`src/rtl/control_unit_if.sv`:
```
// rtl/control_unit_if.sv - Instruction, condition, stop and datapath strobe bundle for control_unit.
interface control_unit_if;
   logic [31:0] IR;
   logic        CON_FF;
   logic        Stop;

   logic Read, Write, IncPC, Gra, Grb, Grc, Rin, Rout, BAout;
   logic HIin, LOin, Yin, Zin, PCin, IRin, MARin, MDRin;
   logic Inportin, Outportin, CONin, HIout, LOout, Zhighout, Zlowout;
   logic PCout, MDRout, Inportout, Cout;
   logic [4:0] opcode;
   logic       Run;

   modport master (
      input  IR, CON_FF, Stop,
      output Read, Write, IncPC, Gra, Grb, Grc, Rin, Rout, BAout,
             HIin, LOin, Yin, Zin, PCin, IRin, MARin, MDRin,
             Inportin, Outportin, CONin, HIout, LOout, Zhighout, Zlowout,
             PCout, MDRout, Inportout, Cout, opcode, Run
   );

   modport slave (
      output IR, CON_FF, Stop,
      input  Read, Write, IncPC, Gra, Grb, Grc, Rin, Rout, BAout,
             HIin, LOin, Yin, Zin, PCin, IRin, MARin, MDRin,
             Inportin, Outportin, CONin, HIout, LOout, Zhighout, Zlowout,
             PCout, MDRout, Inportout, Cout, opcode, Run
   );
endinterface

```
`src/rtl/control_unit.sv`:
```
// rtl/control_unit.sv - Moore FSM sequencing fetch and execute strobes; CU_STEP_EN adds Step input and WAIT state.
module control_unit (
   input  logic Clock,
   input  logic clear,
`ifdef CU_STEP_EN
   input  logic Step,
`endif
   control_unit_if.master bus
);

   localparam logic [4:0] OP_LD   = 5'b00000;
   localparam logic [4:0] OP_LDI  = 5'b00001;
   localparam logic [4:0] OP_ST   = 5'b00010;
   localparam logic [4:0] OP_ADD  = 5'b00011;
   localparam logic [4:0] OP_AND  = 5'b00101;
   localparam logic [4:0] OP_OR   = 5'b00110;
   localparam logic [4:0] OP_ADDI = 5'b01100;
   localparam logic [4:0] OP_ANDI = 5'b01101;
   localparam logic [4:0] OP_BR   = 5'b10011;
   localparam logic [4:0] OP_JR   = 5'b10100;
   localparam logic [4:0] OP_JAL  = 5'b10101;
   localparam logic [4:0] OP_IN   = 5'b10110;
   localparam logic [4:0] OP_OUT  = 5'b10111;
   localparam logic [4:0] OP_MFHI = 5'b11000;
   localparam logic [4:0] OP_MFLO = 5'b11001;
   localparam logic [4:0] OP_HALT = 5'b11011;

   typedef enum logic [3:0] {
      RESET, T0, T1, T2, T3, T4, T5, T6, T7, HALT
`ifdef CU_STEP_EN
      , WAIT
`endif
   } state_t;

   state_t state, next, last;

   logic [4:0] op;
   logic       unused_ir;
   logic       is_alu_r, is_imm, is_md, is_un, is_mem;
   logic [4:0] imm_op;

   assign op        = bus.IR[31:27];
   assign unused_ir = ^bus.IR[26:0];

   assign is_alu_r = (op >= 5'd3)  && (op <= 5'd11);
   assign is_imm   = (op >= 5'd12) && (op <= 5'd14);
   assign is_md    = (op == 5'd15) || (op == 5'd16);
   assign is_un    = (op == 5'd17) || (op == 5'd18);
   assign is_mem   = (op == OP_LD) || (op == OP_LDI) || (op == OP_ST);
   assign imm_op   = (op == OP_ADDI) ? OP_ADD : (op == OP_ANDI) ? OP_AND : OP_OR;

   // Final T-state of each instruction; everything not listed (jr, in, out, mfhi, mflo, nop) ends in T3.
   always_comb begin
      last = T3;
      if (is_alu_r || is_imm || op == OP_LDI) last = T5;
      if (is_md || op == OP_BR)               last = T6;
      if (is_un || op == OP_JAL)              last = T4;
      if (op == OP_LD || op == OP_ST)         last = T7;
   end

   always_ff @(posedge Clock or negedge clear) begin
      if (!clear) state <= RESET;
      else        state <= next;
   end

   always_comb begin
      next = state;
      case (state)
         RESET: next = T0;
         T0:    next = T1;
         T1:    next = T2;
         T2:    next = T3;
         HALT:  next = HALT;
`ifdef CU_STEP_EN
         WAIT: begin
            if (bus.Stop)  next = HALT;
            else if (Step) next = T0;
         end
`endif
         default: begin
            if (state == T3 && op == OP_HALT) begin
               next = HALT;
            end else if (state == last || state == T7) begin
`ifdef CU_STEP_EN
               next = bus.Stop ? HALT : WAIT;
`else
               next = bus.Stop ? HALT : T0;
`endif
            end else begin
               next = state_t'(state + 4'd1);
            end
         end
      endcase
   end

   always_comb begin
      bus.Read = 1'b0;      bus.Write = 1'b0;    bus.IncPC = 1'b0;    bus.Gra = 1'b0;
      bus.Grb = 1'b0;       bus.Grc = 1'b0;      bus.Rin = 1'b0;      bus.Rout = 1'b0;
      bus.BAout = 1'b0;     bus.HIin = 1'b0;     bus.LOin = 1'b0;     bus.Yin = 1'b0;
      bus.Zin = 1'b0;       bus.PCin = 1'b0;     bus.IRin = 1'b0;     bus.MARin = 1'b0;
      bus.MDRin = 1'b0;     bus.Inportin = 1'b0; bus.Outportin = 1'b0; bus.CONin = 1'b0;
      bus.HIout = 1'b0;     bus.LOout = 1'b0;    bus.Zhighout = 1'b0; bus.Zlowout = 1'b0;
      bus.PCout = 1'b0;     bus.MDRout = 1'b0;   bus.Inportout = 1'b0; bus.Cout = 1'b0;
      bus.opcode = 5'b00000;
      bus.Run = (state != RESET) && (state != HALT);

      case (state)
         T0: begin
            bus.PCout = 1'b1; bus.MARin = 1'b1; bus.IncPC = 1'b1; bus.Zin = 1'b1;
         end
         T1: begin
            bus.Zlowout = 1'b1; bus.PCin = 1'b1; bus.Read = 1'b1; bus.MDRin = 1'b1;
         end
         T2: begin
            bus.MDRout = 1'b1; bus.IRin = 1'b1;
         end
         T3: begin
            if (is_alu_r || is_imm) begin
               bus.Grb = 1'b1; bus.Rout = 1'b1; bus.Yin = 1'b1;
            end else if (is_md) begin
               bus.Gra = 1'b1; bus.Rout = 1'b1; bus.Yin = 1'b1;
            end else if (is_un) begin
               bus.Grb = 1'b1; bus.Rout = 1'b1; bus.Zin = 1'b1; bus.opcode = op;
            end else if (is_mem) begin
               bus.Grb = 1'b1; bus.BAout = 1'b1; bus.Yin = 1'b1;
            end else if (op == OP_BR) begin
               bus.Gra = 1'b1; bus.Rout = 1'b1; bus.CONin = 1'b1;
            end else if (op == OP_JR) begin
               bus.Gra = 1'b1; bus.Rout = 1'b1; bus.PCin = 1'b1;
            end else if (op == OP_JAL) begin
               // Grb is expected to address R15 for the link write.
               bus.PCout = 1'b1; bus.Rin = 1'b1; bus.Grb = 1'b1;
            end else if (op == OP_IN) begin
               bus.Inportout = 1'b1; bus.Gra = 1'b1; bus.Rin = 1'b1;
            end else if (op == OP_OUT) begin
               bus.Gra = 1'b1; bus.Rout = 1'b1; bus.Outportin = 1'b1;
            end else if (op == OP_MFHI) begin
               bus.HIout = 1'b1; bus.Gra = 1'b1; bus.Rin = 1'b1;
            end else if (op == OP_MFLO) begin
               bus.LOout = 1'b1; bus.Gra = 1'b1; bus.Rin = 1'b1;
            end
         end
         T4: begin
            if (is_alu_r) begin
               bus.Grc = 1'b1; bus.Rout = 1'b1; bus.Zin = 1'b1; bus.opcode = op;
            end else if (is_imm) begin
               bus.Cout = 1'b1; bus.Zin = 1'b1; bus.opcode = imm_op;
            end else if (is_md) begin
               bus.Grb = 1'b1; bus.Rout = 1'b1; bus.Zin = 1'b1; bus.opcode = op;
            end else if (is_un) begin
               bus.Zlowout = 1'b1; bus.Gra = 1'b1; bus.Rin = 1'b1;
            end else if (is_mem) begin
               bus.Cout = 1'b1; bus.Zin = 1'b1; bus.opcode = OP_ADD;
            end else if (op == OP_BR) begin
               bus.PCout = 1'b1; bus.Yin = 1'b1;
            end else if (op == OP_JAL) begin
               bus.Gra = 1'b1; bus.Rout = 1'b1; bus.PCin = 1'b1;
            end
         end
         T5: begin
            if (is_alu_r || is_imm || op == OP_LDI) begin
               bus.Zlowout = 1'b1; bus.Gra = 1'b1; bus.Rin = 1'b1;
            end else if (is_md) begin
               bus.Zlowout = 1'b1; bus.LOin = 1'b1;
            end else if (op == OP_LD || op == OP_ST) begin
               bus.Zlowout = 1'b1; bus.MARin = 1'b1;
            end else if (op == OP_BR) begin
               bus.Cout = 1'b1; bus.Zin = 1'b1; bus.opcode = OP_ADD;
            end
         end
         T6: begin
            if (is_md) begin
               bus.Zhighout = 1'b1; bus.HIin = 1'b1;
            end else if (op == OP_LD) begin
               bus.Read = 1'b1; bus.MDRin = 1'b1;
            end else if (op == OP_ST) begin
               bus.Gra = 1'b1; bus.Rout = 1'b1; bus.MDRin = 1'b1;
            end else if (op == OP_BR) begin
               bus.Zlowout = 1'b1; bus.PCin = bus.CON_FF;
            end
         end
         T7: begin
            if (op == OP_LD) begin
               bus.MDRout = 1'b1; bus.Gra = 1'b1; bus.Rin = 1'b1;
            end else if (op == OP_ST) begin
               bus.Write = 1'b1;
            end
         end
         default: ;
      endcase
   end

endmodule
```
`src/flat_wrapper.sv`:
```
// flat-port wrapper written by rule: the top's interface ports become plain ports
module control_unit_flat 
  (Clock, clear, bus_IR, bus_CON_FF, bus_Stop, bus_Read, bus_Write, bus_IncPC, bus_Gra, bus_Grb, bus_Grc, bus_Rin, bus_Rout, bus_BAout, bus_HIin, bus_LOin, bus_Yin, bus_Zin, bus_PCin, bus_IRin, bus_MARin, bus_MDRin, bus_Inportin, bus_Outportin, bus_CONin, bus_HIout, bus_LOout, bus_Zhighout, bus_Zlowout, bus_PCout, bus_MDRout, bus_Inportout, bus_Cout, bus_opcode, bus_Run);
  control_unit_if bus_i ();
  input  logic Clock;
  input  logic clear;
  input wire logic [$bits(bus_i.IR)-1:0] bus_IR;
  input wire logic [$bits(bus_i.CON_FF)-1:0] bus_CON_FF;
  input wire logic [$bits(bus_i.Stop)-1:0] bus_Stop;
  output wire logic [$bits(bus_i.Read)-1:0] bus_Read;
  output wire logic [$bits(bus_i.Write)-1:0] bus_Write;
  output wire logic [$bits(bus_i.IncPC)-1:0] bus_IncPC;
  output wire logic [$bits(bus_i.Gra)-1:0] bus_Gra;
  output wire logic [$bits(bus_i.Grb)-1:0] bus_Grb;
  output wire logic [$bits(bus_i.Grc)-1:0] bus_Grc;
  output wire logic [$bits(bus_i.Rin)-1:0] bus_Rin;
  output wire logic [$bits(bus_i.Rout)-1:0] bus_Rout;
  output wire logic [$bits(bus_i.BAout)-1:0] bus_BAout;
  output wire logic [$bits(bus_i.HIin)-1:0] bus_HIin;
  output wire logic [$bits(bus_i.LOin)-1:0] bus_LOin;
  output wire logic [$bits(bus_i.Yin)-1:0] bus_Yin;
  output wire logic [$bits(bus_i.Zin)-1:0] bus_Zin;
  output wire logic [$bits(bus_i.PCin)-1:0] bus_PCin;
  output wire logic [$bits(bus_i.IRin)-1:0] bus_IRin;
  output wire logic [$bits(bus_i.MARin)-1:0] bus_MARin;
  output wire logic [$bits(bus_i.MDRin)-1:0] bus_MDRin;
  output wire logic [$bits(bus_i.Inportin)-1:0] bus_Inportin;
  output wire logic [$bits(bus_i.Outportin)-1:0] bus_Outportin;
  output wire logic [$bits(bus_i.CONin)-1:0] bus_CONin;
  output wire logic [$bits(bus_i.HIout)-1:0] bus_HIout;
  output wire logic [$bits(bus_i.LOout)-1:0] bus_LOout;
  output wire logic [$bits(bus_i.Zhighout)-1:0] bus_Zhighout;
  output wire logic [$bits(bus_i.Zlowout)-1:0] bus_Zlowout;
  output wire logic [$bits(bus_i.PCout)-1:0] bus_PCout;
  output wire logic [$bits(bus_i.MDRout)-1:0] bus_MDRout;
  output wire logic [$bits(bus_i.Inportout)-1:0] bus_Inportout;
  output wire logic [$bits(bus_i.Cout)-1:0] bus_Cout;
  output wire logic [$bits(bus_i.opcode)-1:0] bus_opcode;
  output wire logic [$bits(bus_i.Run)-1:0] bus_Run;
  assign bus_i.IR = bus_IR;
  assign bus_i.CON_FF = bus_CON_FF;
  assign bus_i.Stop = bus_Stop;
  assign bus_Read = bus_i.Read;
  assign bus_Write = bus_i.Write;
  assign bus_IncPC = bus_i.IncPC;
  assign bus_Gra = bus_i.Gra;
  assign bus_Grb = bus_i.Grb;
  assign bus_Grc = bus_i.Grc;
  assign bus_Rin = bus_i.Rin;
  assign bus_Rout = bus_i.Rout;
  assign bus_BAout = bus_i.BAout;
  assign bus_HIin = bus_i.HIin;
  assign bus_LOin = bus_i.LOin;
  assign bus_Yin = bus_i.Yin;
  assign bus_Zin = bus_i.Zin;
  assign bus_PCin = bus_i.PCin;
  assign bus_IRin = bus_i.IRin;
  assign bus_MARin = bus_i.MARin;
  assign bus_MDRin = bus_i.MDRin;
  assign bus_Inportin = bus_i.Inportin;
  assign bus_Outportin = bus_i.Outportin;
  assign bus_CONin = bus_i.CONin;
  assign bus_HIout = bus_i.HIout;
  assign bus_LOout = bus_i.LOout;
  assign bus_Zhighout = bus_i.Zhighout;
  assign bus_Zlowout = bus_i.Zlowout;
  assign bus_PCout = bus_i.PCout;
  assign bus_MDRout = bus_i.MDRout;
  assign bus_Inportout = bus_i.Inportout;
  assign bus_Cout = bus_i.Cout;
  assign bus_opcode = bus_i.opcode;
  assign bus_Run = bus_i.Run;
  control_unit u_core (.Clock(Clock), .clear(clear), .bus(bus_i));
endmodule
```
`config.mk`:
```
export PLATFORM = sky130hd
export DESIGN_NAME = control_unit_flat
export DESIGN_NICKNAME = d
export VERILOG_FILES = /design/src/rtl/control_unit_if.sv /design/src/rtl/control_unit.sv /design/src/flat_wrapper.sv
export SDC_FILE = /design/constraint.sdc
export NUM_CORES = 1
export LEC_CHECK = 0
export CAP_MARGIN = 5
export CORE_ASPECT_RATIO = 1.25
export CORE_MARGIN = 2
export CORE_UTILIZATION = 30
export CTS_CLUSTER_DIAMETER = 50
export DETAILED_ROUTE_END_ITERATION = 16
export PLACE_DENSITY = 0.68
export SLEW_MARGIN = 20
export SYNTH_ARGS = -nofsm -noshare
export SYNTH_HDL_FRONTEND = slang
export SYNTH_SLANG_ARGS = --single-unit
```
`constraint.sdc`:
```
create_clock -name Clock -period 2.9 [get_ports Clock]
set_clock_uncertainty 0.2 [all_clocks]
set_input_delay 0.435 -clock Clock [delete_from_list [all_inputs] [get_ports Clock]]
set_output_delay 0.435 -clock Clock [all_outputs]
set_load 0.02 [all_outputs]
```
### Word-level counts from Yosys, hierarchy flattened

Cells that the tools add are included.

| word-level totals | value |
|---|---|
| register bits | 4 |
| logic and storage cells | 242 |

| operators by class | value |
|---|---|
| $add $sub $neg | 1 |
| magnitude comparators | 4 |
| equal/unequal tests | 27 |
| muxes and demuxes | 192 |
| reductions and logical operators | 17 |

Operators by type and width:

| cell | count |
|---|---|
| $mux W1 | 155 |
| $eq A5 B5 Y1 const B | 11 |
| $mux W5 | 11 |
| $mux W4 | 6 |
| $pmux W4 S5 | 1 |
| $eq A4 B3 Y1 const B | 4 |
| $pmux W1 S4 | 4 |
| $eq A5 B4 Y1 const B | 3 |
| $pmux W5 S3 | 1 |
| $pmux W1 S2 | 7 |
| $le A5 B4 Y1 const B | 2 |
| $logic_or A1 B1 Y1 | 10 |
| $eq A4 B2 Y1 const B | 2 |
| $eq A4 B4 Y1 const B | 2 |
| $mux W2 | 4 |
| $pmux W1 S3 | 2 |
| $eq A5 B1 Y1 const B | 1 |
| $eq A5 B2 Y1 const B | 1 |
| $ge A5 B2 Y1 const B | 1 |
| $ge A5 B4 Y1 const B | 1 |
| $logic_not A5 Y1 | 1 |
| $pmux W1 S5 | 1 |
| $add A4 B1 Y4 const B | 1 |
| $eq A4 B1 Y1 const B | 1 |
| other kinds (5) | 8 |

### Depth between registers and ports, before layout

Gate-level depths: netlist of run 1.

| logic depth | value |
|---|---|
| word-level depth | 13 |
| depth in mapped cells | 8 |
| depth with buffers taken out | 7 |

### Worst setup path after synthesis of run 1

Ideal clock, no wire load.

| timing path | value |
|---|---|
| kind | register to output |
| from | reg u_core.state[1] |
| to | out bus_opcode[2] |
| arrival time | 2.338 ns |
| data required time | 2.265 ns |
| path slack | -0.073 ns |
| cell stages (with the launch flop) | 7 |
| path buffers | 2 |
| cell sequence | dfrtp_1 inv_1 ha_1 clkbuf_1 nand2_1 buf_2 a2111oi_0 |

| on the way | value |
|---|---|
| cells in the longest elaborated chain, start to end | 2 |
| elaborated cells between the ends (all ways) | 4 |
| those cells by class | 3 x eq/ne; 1 x mux |

RTL lines:

| element | line | RTL |
|---|---|---|
| start: declaration | control_unit.sv:35 | `state_t state, next, last;` |
| start signal: assignment | control_unit.sv:63 | `else state <= next;` |
| $eq A4 B3 Y1 | control_unit.sv:107 | `case (state)` |
| $pmux W5 S3 (*) | control_unit.sv:107 |  |
| end: declaration | flat_wrapper.sv:38 | `output wire logic [$bits(bus_i.opcode)-1:0] bus_opcode;` |

Mark *: on every way between the ends. The rest lies on a longest branch, timed or not.

### Final worst setup path of run 1

| timing path | value |
|---|---|
| from | in bus_IR[30] |
| to | out bus_Zin |

| on the way | value |
|---|---|
| cells in the longest elaborated chain, start to end | 9 |
| elaborated cells between the ends (all ways) | 34 |
| those cells by class | 4 x order compare; 7 x eq/ne; 13 x mux; 10 x reduce/logical |

RTL lines:

| element | line | RTL |
|---|---|---|
| start: declaration | flat_wrapper.sv:7 | `input wire logic [$bits(bus_i.IR)-1:0] bus_IR;` |
| $eq A5 B1 Y1 or $logic_not A5 Y1 (tied branches) | control_unit.sv:49, control_unit.sv:161, control_unit.sv:165 |  |
| $logic_or A1 B1 Y1 (2 in a row) | control_unit.sv:49 | `assign is_mem = (op == OP_LD) \|\| (op == OP_LDI) \|\| (op == OP_ST);` |
| $mux W1 | control_unit.sv:152 | `end else if (is_mem) begin` |
| $mux W1 | control_unit.sv:150 | `end else if (is_un) begin` |
| $mux W1 | - |  |
| $mux W1 | control_unit.sv:146 | `end else if (is_imm) begin` |
| $mux W1 | control_unit.sv:144 | `if (is_alu_r) begin` |
| $pmux W1 S4 (*) | control_unit.sv:107 |  |
| end: declaration | flat_wrapper.sv:22 | `output wire logic [$bits(bus_i.Zin)-1:0] bus_Zin;` |

Marked as above.

==> impl_metrics.env, run 1 <==
export IMPL_htreeDepth=1
export IMPL_pwr_share_seq_pct=9.2
export IMPL_die_w_um=62.1
export IMPL_maxSlewViolCount=0
export IMPL_start_kind="input port"
export IMPL_final_common_cell="buf_4"
export IMPL_ioPinCount=70
export IMPL_avgSynthCellArea_um2=6.27
export IMPL_rsz0062_at_grt="no"
export IMPL_core_rowCount=26
export IMPL_p_clk_share_pct=9.7
export IMPL_synth_cell_types=59
export IMPL_crit_fanout=10
export IMPL_muxShareOfSynthArea_pct=2.47
export IMPL_die_area_um2=4760
export IMPL_antenna_found_initial=0
export IMPL_cts_buffers=3
export IMPL_grt_pass1_vias=1732
export IMPL_drive_gt1_share_pct=24.7
export IMPL_utilization_pct=49.2
export IMPL_switching_share_pct=51.9
export IMPL_clockBufferDepth=2
export IMPL_largest_reg_flops=4
export IMPL_power_density_nw_per_um2=597
export IMPL_end_kind="primary output"
export IMPL_async_flop_share_pct=100
export IMPL_portBuffers=41
export IMPL_switching_power_uw=621
export IMPL_status="finished clean"
export IMPL_hold_buffers=0
export IMPL_finalSetupTns_ns=0
export IMPL_path_class="input port to primary output"
export IMPL_p_int_uw=575
export IMPL_synthesis_area_um2=1270
export IMPL_arrival_ns=2.16
export IMPL_die_y_um=76.6
export IMPL_combPwrFrac_pct=81.1
export IMPL_synthAdderAreaFrac_pct=3.95
export IMPL_n_antenna_cell=0
export IMPL_routed_via_density=5.35
export IMPL_dr_pass1_iters=4
export IMPL_synth_main_ff_cell="dfrtp_1"
export IMPL_cap_violations=0
export IMPL_final_cell_mix="buf_4, dlygate4sd2_1, nor2_1"
export IMPL_gpl_final_weighted_congestion=0.960
export IMPL_drt_iter0_drc=150
export IMPL_rr_startpoint="u_core.state[1]"
export IMPL_antenna_left=0
export IMPL_synth_top_family_by_area="simple AND/OR/NAND/NOR gates"
export IMPL_clk_latency_ns=0.22
export IMPL_area_delta_synth_final_pct=58.1
export IMPL_r2r_end="u_core.state[1]"
export IMPL_crit_required_ns=2.27
export IMPL_start_util_pct=31.1
export IMPL_drc_errors=0
export IMPL_finalNetCount=309
export IMPL_reg2reg_slack_ns=0.62
export IMPL_p_leak_nw=0.991
export IMPL_ff2ff_path_depth=10
export IMPL_post_drt_wl_per_cell_um=14.6
export IMPL_hpwl_um=3660
export IMPL_cts_root_buffer="clkbuf_8"
export IMPL_hold_path_class="input port to asynchronous set/reset pin"
export IMPL_final_min_clock_period_ns=2.80
export IMPL_synth_cells=202
export IMPL_synth_yosys_warnings=0
export IMPL_drt_total_wl_um=4710
export IMPL_cts_clk_slew_worst_paths_ns=0.03
export IMPL_min_period_over_period_pct=96.5
export IMPL_fmax_mhz=357
export IMPL_synth_seq_cells=4
export IMPL_cts_tree="done"
export IMPL_setup_viol=0
export IMPL_synth_xor_area_share_pct=1.28
export IMPL_core_area_um2=4070
export IMPL_grt_overflow=0
export IMPL_grt_first_pass_wirelength_um=8070
export IMPL_yosysSeqAreaShare_pct=7.91
export IMPL_hold_violations=0
export IMPL_synth_compound_gate_area_share_pct=35.3
export IMPL_synth_edf_count=0
export IMPL_syn_nets=242
export IMPL_synth_simple_gate_area_share_pct=37.8
export IMPL_cts_sinks=4
export IMPL_grt_max_degree=24
export IMPL_largestRegisters="u_core.state x4"
export IMPL_grt_usage_pct=20.4
export IMPL_vdd_ir_drop_max_uv=462
export IMPL_top_register="u_core.state"
export IMPL_vias=1728
-- cell families (layout without fill, tap and decap cells) --
group | after synthesis | in the layout
compound gates | 69 | 69
xor+xnor | 1 | 1
fa+ha+maj | 4 | 4
buf+inv | 29 | 94
flops | 4 | 4
mux | 3 | 3
other cells | 1 | 1
simple gates | 91 | 91
-- cells in the mapped netlist (all sizes together), types with 2 or more instances --
cell type,instances,area [µm²]
a2111oi,2,17.5
a211oi,2,15.0
a21boi,2,15.0
a21oi,15,78.8
a221o,2,20.0
and2,3,18.8
buf,14,82.6
clkbuf,7,26.3
dfrtp,4,100
ha,4,50.1
inv,8,30.0
mux2i,2,20.0
nand2,23,88.8
nand2b,4,27.5
nand3,12,60.1
nand4,4,25.0
nor2,24,97.6
nor2b,4,27.5
nor3,7,61.3
nor3b,2,15.0
nor4,2,18.8
o211ai,2,15.0
o21a,3,23.8
o21ai,24,120
o22ai,2,12.5
o41ai,2,17.5
or3,3,18.8
-- critical path, stage by stage --
cell	delay [ns]
clkdlybuf4s50_1	0.49
buf_4	0.20
nor2_4	0.08
nand3_1	0.16
nor2_1	0.09
or3_1	0.37
dlygate4sd2_1	0.33
-- power groups by stage --
stage,logic (mW),registers (mW),clock network (mW)
6_report,0.970,0.111,0.116
5_1_grt,1.06,0.117,0.126
4_1_cts,0.965,0.109,0.119
3_5_place_dp,1.00,0.110,0
3_3_place_gp,0.988,0.108,0
2_1_floorplan,0.602,0.105,0
-- through the flow --
stage	power, mW	area, µm²	instances	hold slack, ns	setup slack [ns]
floorplan	0.707	1270	202	-0.0606	-0.0731
detailed placement	1.11	1980	320	0.450	-0.251
finish	1.20	2000	323	0.220	0.102
CTS	1.19	1990	323	0.222	0.00474
global placement	1.10	1980	320	0.441	-0.258
global route	1.30	2000	323	0.234	0.00568
-- routing by layer --
metal | track usage [%] | share of wire (%) | up-vias
met5 | 0 | 0 | -
met4 | 7.56 | 2.5 | 0
met3 | 1.62 | 5.4 | 12
met2 | 38.2 | 51 | 71
met1 | 24.0 | 41 | 787
li1 | - | - | 858
-- worst max path at each step --
stage	start	end	slack (ns)
2_1_floorplan	u_core.state[1]	bus_opcode[2]	-0.07
3_3_place_gp	bus_IR[28]	bus_Rout	-0.26
5_1_grt	bus_IR[30]	bus_Zin	0.006
6_report	bus_IR[30]	bus_Zin	0.10
3_5_place_dp	bus_IR[28]	bus_Gra	-0.25
4_1_cts	bus_IR[27]	bus_PCout	0.005
-- what timing repair did --
item / in CTS / in global routing
setup endpoints to repair: 26 / 12
endpoints found under the hold margin: 0 / 0
resized for setup: 29 / 16
setup buffers: 0 / 0
-- final cells by class --
type / count / area, µm²
Timing Repair Buffer: 83 / 722
Fill cell: 421 / 2060
Clock buffer: 3 / 41.3
Tap cell: 56 / 70.1
Inverter: 8 / 30.0
Sequential cell: 4 / 101
Multi-Input combinational cell: 169 / 1040
Power figures use the tool's default switching activity.
==> run 2, diff against run 1 <==
- CORE_MARGIN: 2 -> 1.5
- SLEW_MARGIN: 20 -> default
- clock period: 2.9 -> 3.1 ns (I/O delays scaled with it)
==> run 2 against run 1 <==
Against the previous run: wire length shrank 4.7%; utilization grew 0.092 points; sequential share of layout area shrank 0.072 points; register-to-register slack gained 0.19 ns; non-clock buffer count shrank 2; critical endpoint is now bus_BAout; clock-buffer cell count is the same; cell area grew 0.19%.
==> impl_metrics.env, run 2 (synthesis gave the netlist of run 1 again) <==
export IMPL_status="finished clean"
export IMPL_crit_fanout=5
export IMPL_largestRegisters="u_core.state x4"
export IMPL_dr_pass1_iters=6
export IMPL_vdd_ir_drop_max_uv=554
export IMPL_grt_usage_pct=20.5
export IMPL_p_leak_nw=1.05
export IMPL_rsz0062_at_grt="no"
export IMPL_crit_start="bus_IR[30]"
export IMPL_hpwl_um=3560
export IMPL_cap_violations=0
export IMPL_die_area_um2=4620
export IMPL_cts_setup_buffers=0
export IMPL_min_period_over_period_pct=96.5
export IMPL_arrival_ns=2.33
export IMPL_n_antenna_cell=0
export IMPL_ioPinCount=70
export IMPL_area_delta_synth_final_pct=58.4
export IMPL_portBuffers=41
export IMPL_core_rowCount=26
export IMPL_grt_pass1_vias=1597
export IMPL_clk_latency_ns=0.21
export IMPL_cts_tree="done"
export IMPL_nFillCells=435
export IMPL_grt_first_pass_wirelength_um=7340
export IMPL_antenna_found_initial=0
export IMPL_cts_root_buffer="clkbuf_8"
export IMPL_vias=1731
export IMPL_cts_sinks=4
export IMPL_final_common_cell="buf_4"
export IMPL_routed_via_density=5.39
export IMPL_regArea_um2=100
export IMPL_die_w_um=61.1
export IMPL_setup_viol=0
export IMPL_finalSetupTns_ns=0
export IMPL_core_area_um2=4070
export IMPL_path_class="input port to primary output"
export IMPL_drt_total_wl_um=4490
export IMPL_hold_buffers=0
export IMPL_htreeDepth=1
export IMPL_dpl_cell_count=318
export IMPL_final_min_clock_period_ns=2.99
export IMPL_clockBufferDepth=2
export IMPL_fmax_mhz=334
export IMPL_largest_reg_flops=4
export IMPL_hold_violations=0
export IMPL_reg2reg_slack_ns=0.81
export IMPL_finalNetCount=307
export IMPL_ff2ff_path_depth=9
export IMPL_end_kind="primary output"
export IMPL_grt_max_degree=23
export IMPL_cts_clk_slew_worst_paths_ns=0.03
export IMPL_multi_input_area_um2=1030
export IMPL_instances_no_fill=321
export IMPL_drive_gt1_share_pct=22.3
export IMPL_start_kind="input port"
export IMPL_gpl_final_weighted_congestion=0.943
export IMPL_top_register="u_core.state"
export IMPL_drt_iter0_drc=118
export IMPL_rr_startpoint="u_core.state[0]"
export IMPL_maxSlewViolCount=0
export IMPL_start_util_pct=31.1
export IMPL_r2r_end="u_core.state[1]"
export IMPL_crit_required_ns=2.43
export IMPL_hold_path_class="input port to asynchronous set/reset pin"
export IMPL_post_drt_wl_per_cell_um=14.0
export IMPL_ctsResizeCount=16
export IMPL_power_density_nw_per_um2=553
export IMPL_die_y_um=75.6
export IMPL_antenna_left=0
export IMPL_grt_overflow=0
export IMPL_cts_buffers=3
export IMPL_drc_errors=0
export IMPL_hold_ws_ns=0.250
export IMPL_final_cell_mix="buf_4, nor2_1, nand2_1, o21ai_0, dlygate4sd2_1"
-- run 2: critical path: stages --
cell and delay, ns:
clkdlybuf4s50_1 0.43, or2_1 0.33, buf_4 0.19, nor4_1 0.26, clkdlybuf4s50_1 0.66
-- run 2: how the worst max path moves through the flow --
stage	endpoint	slack, ns
2_1_floorplan	bus_opcode[2]	0.1
3_3_place_gp	bus_Gra	-0.13
3_5_place_dp	bus_MARin	-0.14
4_1_cts	bus_PCin	0.003
5_1_grt	bus_Gra	0.02
6_report	bus_BAout	0.11
-- run 2: layer usage --
layer | share of wire [%] | track usage, %
met2 | 51 | 35.9
met3 | 5.1 | 1.70
met4 | 1.7 | 7.49
met5 | 0 | 0
met1 | 42 | 25.9
-- run 2: through the flow --
stage / setup WS (ns) / utilization, % / power (mW) / cell area (µm²)
final: 0.108 / 49.3 / 1.11 / 2010
after global routing: 0.0180 / 49.3 / 1.21 / 2010
after CTS: 0.00267 / 48.6 / 1.11 / 1970
after detailed placement: -0.136 / 48.0 / 1.03 / 1950
after global placement: -0.126 / 48.0 / 1.02 / 1950
after floorplan: 0.0969 / - / 0.662 / 1270
-- run 2: cell type report --
cell class / instances / area share (%)
multi-input cells: 169 / 51.3
repair buffers: 81 / 36.6
well taps: 56 / 3.49
inverters: 8 / 1.50
clock buffers: 3 / 2.06
flip-flops and latches: 4 / 4.99
-- run 2: power breakdown --
part	internal [mW]	switching, mW	total [mW]
clock network	0.0825	0.0239	0.106
registers	0.0764	0.0277	0.104
logic	0.376	0.523	0.899
total	0.535	0.575	1.11
